==> config.mk <==
export PLATFORM = sky130hd
export DESIGN_NAME = edsac_pulse_tx
export DESIGN_NICKNAME = d
export VERILOG_FILES = /design/src/rtl/edsac_pulse_tx.sv
export SDC_FILE = /design/constraint.sdc
export NUM_CORES = 1
export LEC_CHECK = 0
export CAP_MARGIN = 20
export CORE_UTILIZATION = 50
export DETAILED_ROUTE_END_ITERATION = 6
export GPL_TIMING_DRIVEN = 0
export PLACE_DENSITY = 0.74
export SKIP_CTS_REPAIR_TIMING = 1
export SYNTH_ARGS = -nofsm -noshare
export SYNTH_HDL_FRONTEND = slang
export SYNTH_SLANG_ARGS = --single-unit
export TNS_END_PERCENT = 100
==> constraint.sdc <==
create_clock -name clk -period 2.5 [get_ports clk]
set_clock_uncertainty 0.15 [all_clocks]
set_input_delay 0.5 -clock clk [delete_from_list [all_inputs] [get_ports clk]]
set_output_delay 0.5 -clock clk [all_outputs]
set_load 0.01 [all_outputs]
==> src/rtl/edsac_pulse_tx.sv <==
// edsac_pulse_tx: serialises EDSAC words into carrier pulse trains for the
// delay-line input. Each word is sent MSB first, one slot per bit, followed
// by one spacing slot that is always blank.
//
// Ports:
//   clk        system clock (81 MHz PLL)
//   n_reset    asynchronous active-low reset
//   word_in    word to transmit, sampled on the valid/ready handshake
//   word_valid word_in is valid
//   word_ready block accepts a word this cycle (IDLE or last spacing cycle)
//   out_sig    registered modulated pulse output
//   busy       high while a word is in flight
//   word_done  one-cycle strobe on the final cycle of the spacing slot
//
// state   | meaning
// --------+-----------------------------------------------------------
// S_IDLE  | waiting for a word, word_ready high
// S_LEAD  | quiet lead-in at the start of a slot
// S_BURST | carrier burst window (carrier only when the slot bit is 1)
// S_GAP   | quiet tail of a slot; last cycle advances to the next slot
module edsac_pulse_tx #(
  parameter int CLK_FREQ    = 81_000_000,
  parameter int MOD_FREQ    = 13_500_000,
  parameter int PULSES      = 12,
  parameter int LEAD_CYCLES = 8,
  parameter int GAP_CYCLES  = 81,
  parameter int WIDTH       = 35
) (
  input  logic             clk,
  input  logic             n_reset,
  input  logic [WIDTH-1:0] word_in,
  input  logic             word_valid,
  output logic             word_ready,
  output logic             out_sig,
  output logic             busy,
  output logic             word_done
);

  localparam int HALF         = CLK_FREQ / (2 * MOD_FREQ);
  localparam int BURST_CYCLES = PULSES * 2 * HALF;
  localparam int TMAX_A       = (LEAD_CYCLES > BURST_CYCLES) ? LEAD_CYCLES : BURST_CYCLES;
  localparam int TMAX         = (TMAX_A > GAP_CYCLES) ? TMAX_A : GAP_CYCLES;
  localparam int CNT_W        = $clog2(TMAX + 1);
  localparam int HALF_W       = $clog2(HALF + 1);
  localparam int SLOT_W       = $clog2(WIDTH + 1);

  localparam logic [CNT_W-1:0]  LEAD_LOAD  = CNT_W'(LEAD_CYCLES - 1);
  localparam logic [CNT_W-1:0]  BURST_LOAD = CNT_W'(BURST_CYCLES - 1);
  localparam logic [CNT_W-1:0]  GAP_LOAD   = CNT_W'(GAP_CYCLES - 1);
  localparam logic [HALF_W-1:0] HALF_LOAD  = HALF_W'(HALF - 1);
  localparam logic [SLOT_W-1:0] SLOT_FIRST = SLOT_W'(WIDTH);

  typedef enum logic [1:0] {S_IDLE, S_LEAD, S_BURST, S_GAP} state_t;

  state_t             state_q, state_d;
  logic [CNT_W-1:0]   cnt_q, cnt_d;
  logic [HALF_W-1:0]  half_q, half_d;
  logic               car_q, car_d;
  logic [SLOT_W-1:0]  slot_q, slot_d;
  logic [WIDTH-1:0]   shreg_q, shreg_d;
  logic               out_q, out_d;

  logic tc;
  logic word_end;
  logic accept;
  logic cur_bit;

  assign tc       = (cnt_q == '0);
  assign word_end = (state_q == S_GAP) && tc && (slot_q == '0);
  assign accept   = word_valid && word_ready;
  // slot index 0 is the spacing slot, which never carries a pulse
  assign cur_bit  = shreg_q[WIDTH-1] && (slot_q != '0);

  always_ff @(posedge clk or negedge n_reset) begin
    if (!n_reset) begin
      state_q <= S_IDLE;
      cnt_q   <= '0;
      half_q  <= '0;
      car_q   <= 1'b0;
      slot_q  <= '0;
      shreg_q <= '0;
      out_q   <= 1'b0;
    end else begin
      state_q <= state_d;
      cnt_q   <= cnt_d;
      half_q  <= half_d;
      car_q   <= car_d;
      slot_q  <= slot_d;
      shreg_q <= shreg_d;
      out_q   <= out_d;
    end
  end

  always_comb begin
    state_d = state_q;
    cnt_d   = cnt_q;
    half_d  = half_q;
    car_d   = car_q;
    slot_d  = slot_q;
    shreg_d = shreg_q;
    out_d   = 1'b0;
    case (state_q)
      S_IDLE: begin
        if (accept) begin
          state_d = S_LEAD;
          shreg_d = word_in;
          slot_d  = SLOT_FIRST;
          cnt_d   = LEAD_LOAD;
        end
      end
      S_LEAD: begin
        if (tc) begin
          // carrier phase restarts every slot, high half first
          state_d = S_BURST;
          cnt_d   = BURST_LOAD;
          half_d  = HALF_LOAD;
          car_d   = 1'b1;
        end else begin
          cnt_d = cnt_q - 1'b1;
        end
      end
      S_BURST: begin
        out_d = cur_bit && car_q;
        if (tc) begin
          state_d = S_GAP;
          cnt_d   = GAP_LOAD;
        end else begin
          cnt_d = cnt_q - 1'b1;
        end
        if (half_q == '0) begin
          half_d = HALF_LOAD;
          car_d  = ~car_q;
        end else begin
          half_d = half_q - 1'b1;
        end
      end
      S_GAP: begin
        if (!tc) begin
          cnt_d = cnt_q - 1'b1;
        end else if (slot_q != '0) begin
          state_d = S_LEAD;
          shreg_d = {shreg_q[WIDTH-2:0], 1'b0};
          slot_d  = slot_q - 1'b1;
          cnt_d   = LEAD_LOAD;
        end else if (accept) begin
          // back-to-back word: no idle clock between words
          state_d = S_LEAD;
          shreg_d = word_in;
          slot_d  = SLOT_FIRST;
          cnt_d   = LEAD_LOAD;
        end else begin
          state_d = S_IDLE;
        end
      end
      default: state_d = S_IDLE;
    endcase
  end

  always_comb begin
    word_ready = n_reset && ((state_q == S_IDLE) || word_end);
    word_done  = word_end;
    busy       = (state_q != S_IDLE);
    out_sig    = out_q;
  end

endmodule

==> summary.txt, run 1 <==
largest net degree at the start of global routing: 41
grt peak-use layer: met1
net count reported at finish: 368
grt ovf: 0
synthesized area: 3010 um2
total of fill cells in the finished design: 454
post-synthesis adder-cell area fraction: 0.0415
Critical Path Source Type: flop
flop2flop setup slack: 0.24 ns
RSZ-0062 raised after global routing: yes
Synth top cells by count: dfrtp_1, o221a_1, nand3b_1, inv_1, ha_1
Die Height: 79.6 um
clk buf depth: 2
first-pass GRT wire length: 10800 um
crit end category: output pin
fin crit share: 0.989
run status: complete, no violations
Crit Path Category: flop to output pin
smallest setup slack after layout: 0.0274 ns
most frequent cell after synthesis: dfrtp_1
GRT Total Usage: 0.220
final setup violation count: 0
Buffers on Ports: 41
yosys warns: 0
CP peak stage delay: 0.45 ns
Worst Tran Pin Value: 0.660 ns
register area share after synthesis: 0.448
Diodes inserted: 0
Die W: 79.6 um
critical path's top delay family: flip-flops
Post-synth EDFFs: 0
HPWL after detailed placement: 4530 um
FF-to-FF path depth: 7
Hold WC Path Type: primary input to async pin
register area: 1350 um2
Residual DRC: 0
Wirelength per Cell: 17.0 um
Final Hold Viols: 0
Yosys top cell by area: dfrtp_1
CTS Sinks: 54
count of cell types in the netlist: 53
worst-path fanout max: 6
pre-CTS setup slack: -0.286 ns
Max transition margin: 0.559
multiplexer area fraction after synthesis: 0.0137
complex-gate fraction of the synthesized area: 0.246
CTS tree: built
routing usage on met1: 0.331
Slew Limit Fails: 0
initial antenna violation count: 0
Worst-path clk slew: 0.12 ns
drt total wl: 6660 um
Arrival @ worst endpoint: 1.82 ns
Area growth syn-to-layout: 23.2%
Post-DRT Antenna Nets: 0
fin crit period: 2.47 ns
CTS Root Cell: clkbuf_8
Die Footprint: 6340 um2
largest cells by area after synthesis: dfrtp_1, o221a_1, nand3b_1
core footprint: 5640 um2
Vias/cell: 5.94
vias in the first global route: 2278
syn_nets: 312
multi-input logic area: 1500 um2
total power: 4.31 mW
CP max stage cell: dfrtp_2
Row Count: 27
CP Capture Point: word_ready
htree depth: 2
Crit. Startpoint: cnt_q[1]
share of cells above drive strength 1: 0.143
first-pass detailed-route iteration total: 4
IO Pins: 42
FFs w/ async S/R, synth: 1.00
Synth top area share: 0.448
Worst R2R Start: cnt_q[1]
Lkg Pwr: 1.45 nW
post-synthesis register bit count: 54
max-cap violation count: 0
clk_lat worst skew: 0.32 ns
Iteration-0 DRC Markers: 118
Synth Area in XOR/XNOR: 0.00581
met3 Use GR: 0.0446
Peak VDD IR: 0.000688 V
CP Cell Sequence: inv_1 -> ha_2 -> nor3b_4 -> buf_6 -> nand4_4 -> a21boi_2 -> clkbuf_2
max frequency: 404 MHz
Placer Congestion: 0.794
Critical R2R Capture: shreg_q[19]
PD cells: 1160 nW/um2
via count: 2334
post-synthesis cell count: 264
syn avg cell area: 11.4 um2
WP buf/inv: 3
number of CTS-inserted buffers: 5
M2 GR Usage: 0.313
Crit path depth: 7
largest family of logic cells by synthesized area: compound AO/OA/AOI/OAI gates
WP data required: 1.85 ns
Starting Density: 0.534
ys flop type: dfrtp_1
post-synthesis simple-gate area fraction: 0.179
Util after Layout: 0.658
## power breakdown
group | internal (mW) | switching (mW) | total [mW]
Combinational | 1.13 | 1.08 | 2.20
Clock | 0.211 | 0.340 | 0.551
Sequential | 1.28 | 0.276 | 1.56
## area by class of cell
type / count / share of cell area
multi-input combinational: 175 / 0.403
sequential: 54 / 0.365
timing repair buffer: 49 / 0.128
buffer: 21 / 0.0394
tap: 72 / 0.0243
clock buffer: 5 / 0.0185
inverter: 14 / 0.0142
clock inverter: 3 / 0.00775
## state kept, by name, summed over array words and instances (netlist names)
signal	flops
out_sig	1
shreg_q	35
cnt_q	7
car_q	1
slot_q	6
state_q	2
half_q	2
## metrics by stage
| step | setup TNS [ns] | hold slack, ns | cells | cell area [um2] |
|---|---|---|---|---|
| 6_report | 0 | 0.0309 | 393 | 3710 |
| 3_3_place_gp | -157.16 | 0.329 | 377 | 3510 |
| 2_1_floorplan | 0 | 0.0544 | 264 | 3010 |
| 5_1_grt | -0.0558 | 0.0557 | 393 | 3710 |
| 4_1_cts | -1.17 | -0.0507 | 386 | 3630 |
| 3_5_place_dp | -0.443 | 0.298 | 378 | 3530 |
## routing by layer
layer	part of all wire	routed length [um]
met4	0.0050	33
met3	0.041	275
met2	0.43	2870
met5	0	0
met1	0.52	3480
## how the worst min path moves through the flow
stage / start / to / cells after the start
floorplan: n_reset / car_q / 0
global placement: half_q[0] / half_q[0] / 1
detailed placement: n_reset / cnt_q[5] / 1
CTS: n_reset / cnt_q[3] / 1
global route: n_reset / shreg_q[18] / 2
finish: n_reset / shreg_q[17] / 2
## placed cells by master, fill, tap and decap left out, types with 3 or more instances in the layout
cell	netlist	layout
dfrtp_1	54	52
clkdlybuf4s50_1	0	38
o221a_1	35	35
nand3b_1	33	33
inv_1	14	12
buf_6	8	9
ha_1	10	9
nand2_1	8	8
o21ai_1	7	7
buf_2	5	6
clkbuf_1	6	6
nor3_1	6	6
nand3_1	6	6
clkbuf_8	0	5
buf_4	0	5
nor2_1	4	4
o32a_1	4	4
o21ai_0	4	4
o22ai_1	4	4
nor3b_4	1	3
a21oi_1	3	3
o21a_1	3	3
mux2i_1	3	3
clkbuf_2	0	3
## cells by family after synthesis
| logic type | count (synthesis) |
|---|---|
| xor gates and xnor gates | 2 |
| adders and majority gates | 10 |
| AOI/OAI and AO/OA | 82 |
| DFF | 54 |
| buffers and inverters | 35 |
| muxes | 4 |
| and+or+nand+nor | 77 |
Note: power is estimated with default switching activity, not from simulation.
==> run 2: changes to the inputs <==
- CORE_MARGIN: unset -> 2
- GPL_TIMING_DRIVEN: 0 -> unset
==> summary.txt, run 2 (synthesis results as in run 1) <==
CP peak stage delay: 0.40 ns (-0.05 ns)
grt ovf: 0 (unchanged)
htree depth: 2 (unchanged)
Buffers on Ports: 41 (unchanged)
total of fill cells in the finished design: 482 (+6.2%)
sw power: 1.66 mW (-2.1%)
initial antenna violation count: 0 (unchanged)
Top reg by flops: shreg_q
final instance area: 3670 um2 (-1.0%)
Arrival @ worst endpoint: 1.75 ns (-0.07 ns)
PD cells: 1160 nW/um2 (about the same)
CP Cell Sequence: inv_1 -> ha_4 -> nor3b_4 -> nand4_2 -> buf_6 -> a21boi_2 -> buf_2
Lkg Pwr: 1.43 nW (-1.1%)
max frequency: 417 MHz (+3.2%)
Hold WC Path Type: primary input to async pin
CTS Sinks: 54 (unchanged)
final setup violation count: 0 (unchanged)
smallest setup slack after layout: 0.104 ns (+0.0762 ns)
run status: complete, no violations
fin crit period: 2.40 ns (-0.0762 ns)
number of flip-flops in the largest register: 35 (unchanged)
Diodes inserted: 0 (unchanged)
Sw Share: 0.388 (-0.00423)
largest net degree at the start of global routing: 41 (unchanged)
crit end category: output pin
Max transition margin: 0.697 (+0.138)
Slew Limit Fails: 0 (unchanged)
HPWL after detailed placement: 4330 um (-4.3%)
fin crit share: 0.959 (-0.0305)
dpl cells: 376 (-0.53%)
GRT Total Usage: 0.207 (-0.0127)
Post-DRT Antenna Nets: 0 (unchanged)
Worst-path clk slew: 0.10 ns (-0.02 ns)
pre-CTS setup slack: 0.0542 ns (+0.340 ns)
Crit. Startpoint: cnt_q[0]
Worst R2R Start: cnt_q[0]
Final Hold Viols: 0 (unchanged)
Row Count: 28 (+3.7%)
most frequent cells in the layout: dfrtp_1, clkdlybuf4s50_1, o221a_1
Starting Density: 0.512 (-0.0221)
Placer Congestion: 0.811 (+2.1%)
Comb power frac: 0.520 (+0.009)
Iteration-0 DRC Markers: 211 (+79%)
CTS Root Cell: clkbuf_8
Worst Tran Pin Value: 0.455 ns (-0.204 ns)
Die W: 81.6 um (+2.5%)
drt total wl: 6520 um (-2.2%)
Peak VDD IR: 0.000514 V (-25%)
Critical Path Source Type: flop
biggest regs: shreg_q: 35 flops, cnt_q: 7 flops, slot_q: 6 flops
number of CTS-inserted buffers: 5 (unchanged)
WP buf/inv: 3 (unchanged)
Wirelength per Cell: 16.9 um (-0.40%)
IO Pins: 42 (unchanged)
via count: 2344 (+0.43%)
Non-Filler Instances: 386 (-1.8%)
clk_lat worst skew: 0.31 ns (about the same)
Int Power: 2.61 mW (-0.37%)
WP data required: 1.85 ns (about the same)
Util after Layout: 0.624 (-0.0339)
core footprint: 5890 um2 (+4.3%)
net count reported at finish: 358 (-2.7%)
Die Height: 81.6 um (+2.5%)
first-pass detailed-route iteration total: 4 (unchanged)
max-cap violation count: 0 (unchanged)
RSZ-0062 raised after global routing: yes
worst-path fanout max: 4 (-2)
DP Area: 3520 um2 (-0.14%)
CTS tree: built
Area growth syn-to-layout: 21.9%
CP max stage cell: dfrtp_1
share of cells above drive strength 1: 0.138 (-0.00504)
Crit Path Category: flop to output pin
commonest non-fill, non-tap cell in the layout: dfrtp_1
Die Footprint: 6670 um2 (+5.1%)
Residual DRC: 0 (unchanged)
Vias/cell: 6.07 (+2.2%)
first-pass GRT wire length: 10800 um (-0.64%)
vias in the first global route: 2307 (+1.3%)
clk buf depth: 2 (unchanged)
critical path's top delay family: buffers and inverters
Clk network pwr share: 0.118 (-0.010)
Reg power frac: 0.362 (about the same)
==> run 2: power groups by stage <==
stage	combinational [mW]	sequential, mW	clock (mW)
after floorplan	1.62	1.49	0
after global placement	2.11	1.53	0
after detailed placement	2.15	1.55	0
after CTS	2.16	1.53	0.522
after global routing	2.44	1.59	0.555
final	2.22	1.54	0.502
==> run 2: metrics by stage <==
step	hold slack [ns]	power [mW]	TNS [ns]
3_3_place_gp	0.329	3.64	0
5_1_grt	0.108	4.58	-0.00781
4_1_cts	0.0784	4.22	-0.543
6_report	0.0930	4.26	0
3_5_place_dp	0.341	3.70	0
2_1_floorplan	0.0544	3.11	0
==> run 2: area by class of cell <==
| cell class | instances | area [um2] | share of cell area |
|---|---|---|---|
| flip-flops and latches | 54 | 1350 | 0.368 |
| inverters | 14 | 52.6 | 0.0143 |
| clock buffers | 5 | 68.8 | 0.0187 |
| repair buffers | 60 | 577 | 0.157 |
| multi-input cells | 175 | 1510 | 0.410 |
| well taps | 75 | 93.8 | 0.0255 |
| clock inverters | 3 | 23.8 | 0.00647 |
==> run 2: per-layer routing <==
| metal | GRT usage | part of all wire |
|---|---|---|
| met1 | 0.297 | 0.50 |
| met2 | 0.331 | 0.46 |
| met3 | 0.0297 | 0.036 |
| met4 | 0.0567 | 0.0081 |
| met5 | 0 | 0 |
==> run 2: worst paths after layout <==
path                            slack [ns]  cells after the start     endpoint
worst max register to register        0.34                      7  shreg_q[32]
worst max-delay path                  0.10                      7   word_ready
max in group asynchronous             1.80                      2   shreg_q[5]
worst min-delay path                  0.09                      2   shreg_q[0]
worst min register to register        0.36                      1    half_q[0]
min in group clk                      0.36                      1    half_q[0]
==> run 3: changes to the inputs <==
- CTS_BUF_LIST: unset -> sky130_fd_sc_hd__clkbuf_8
- SLEW_MARGIN: unset -> 20
==> results of run 3 <==
The final DEF is identical to that of run 2; final timing and power are the same.
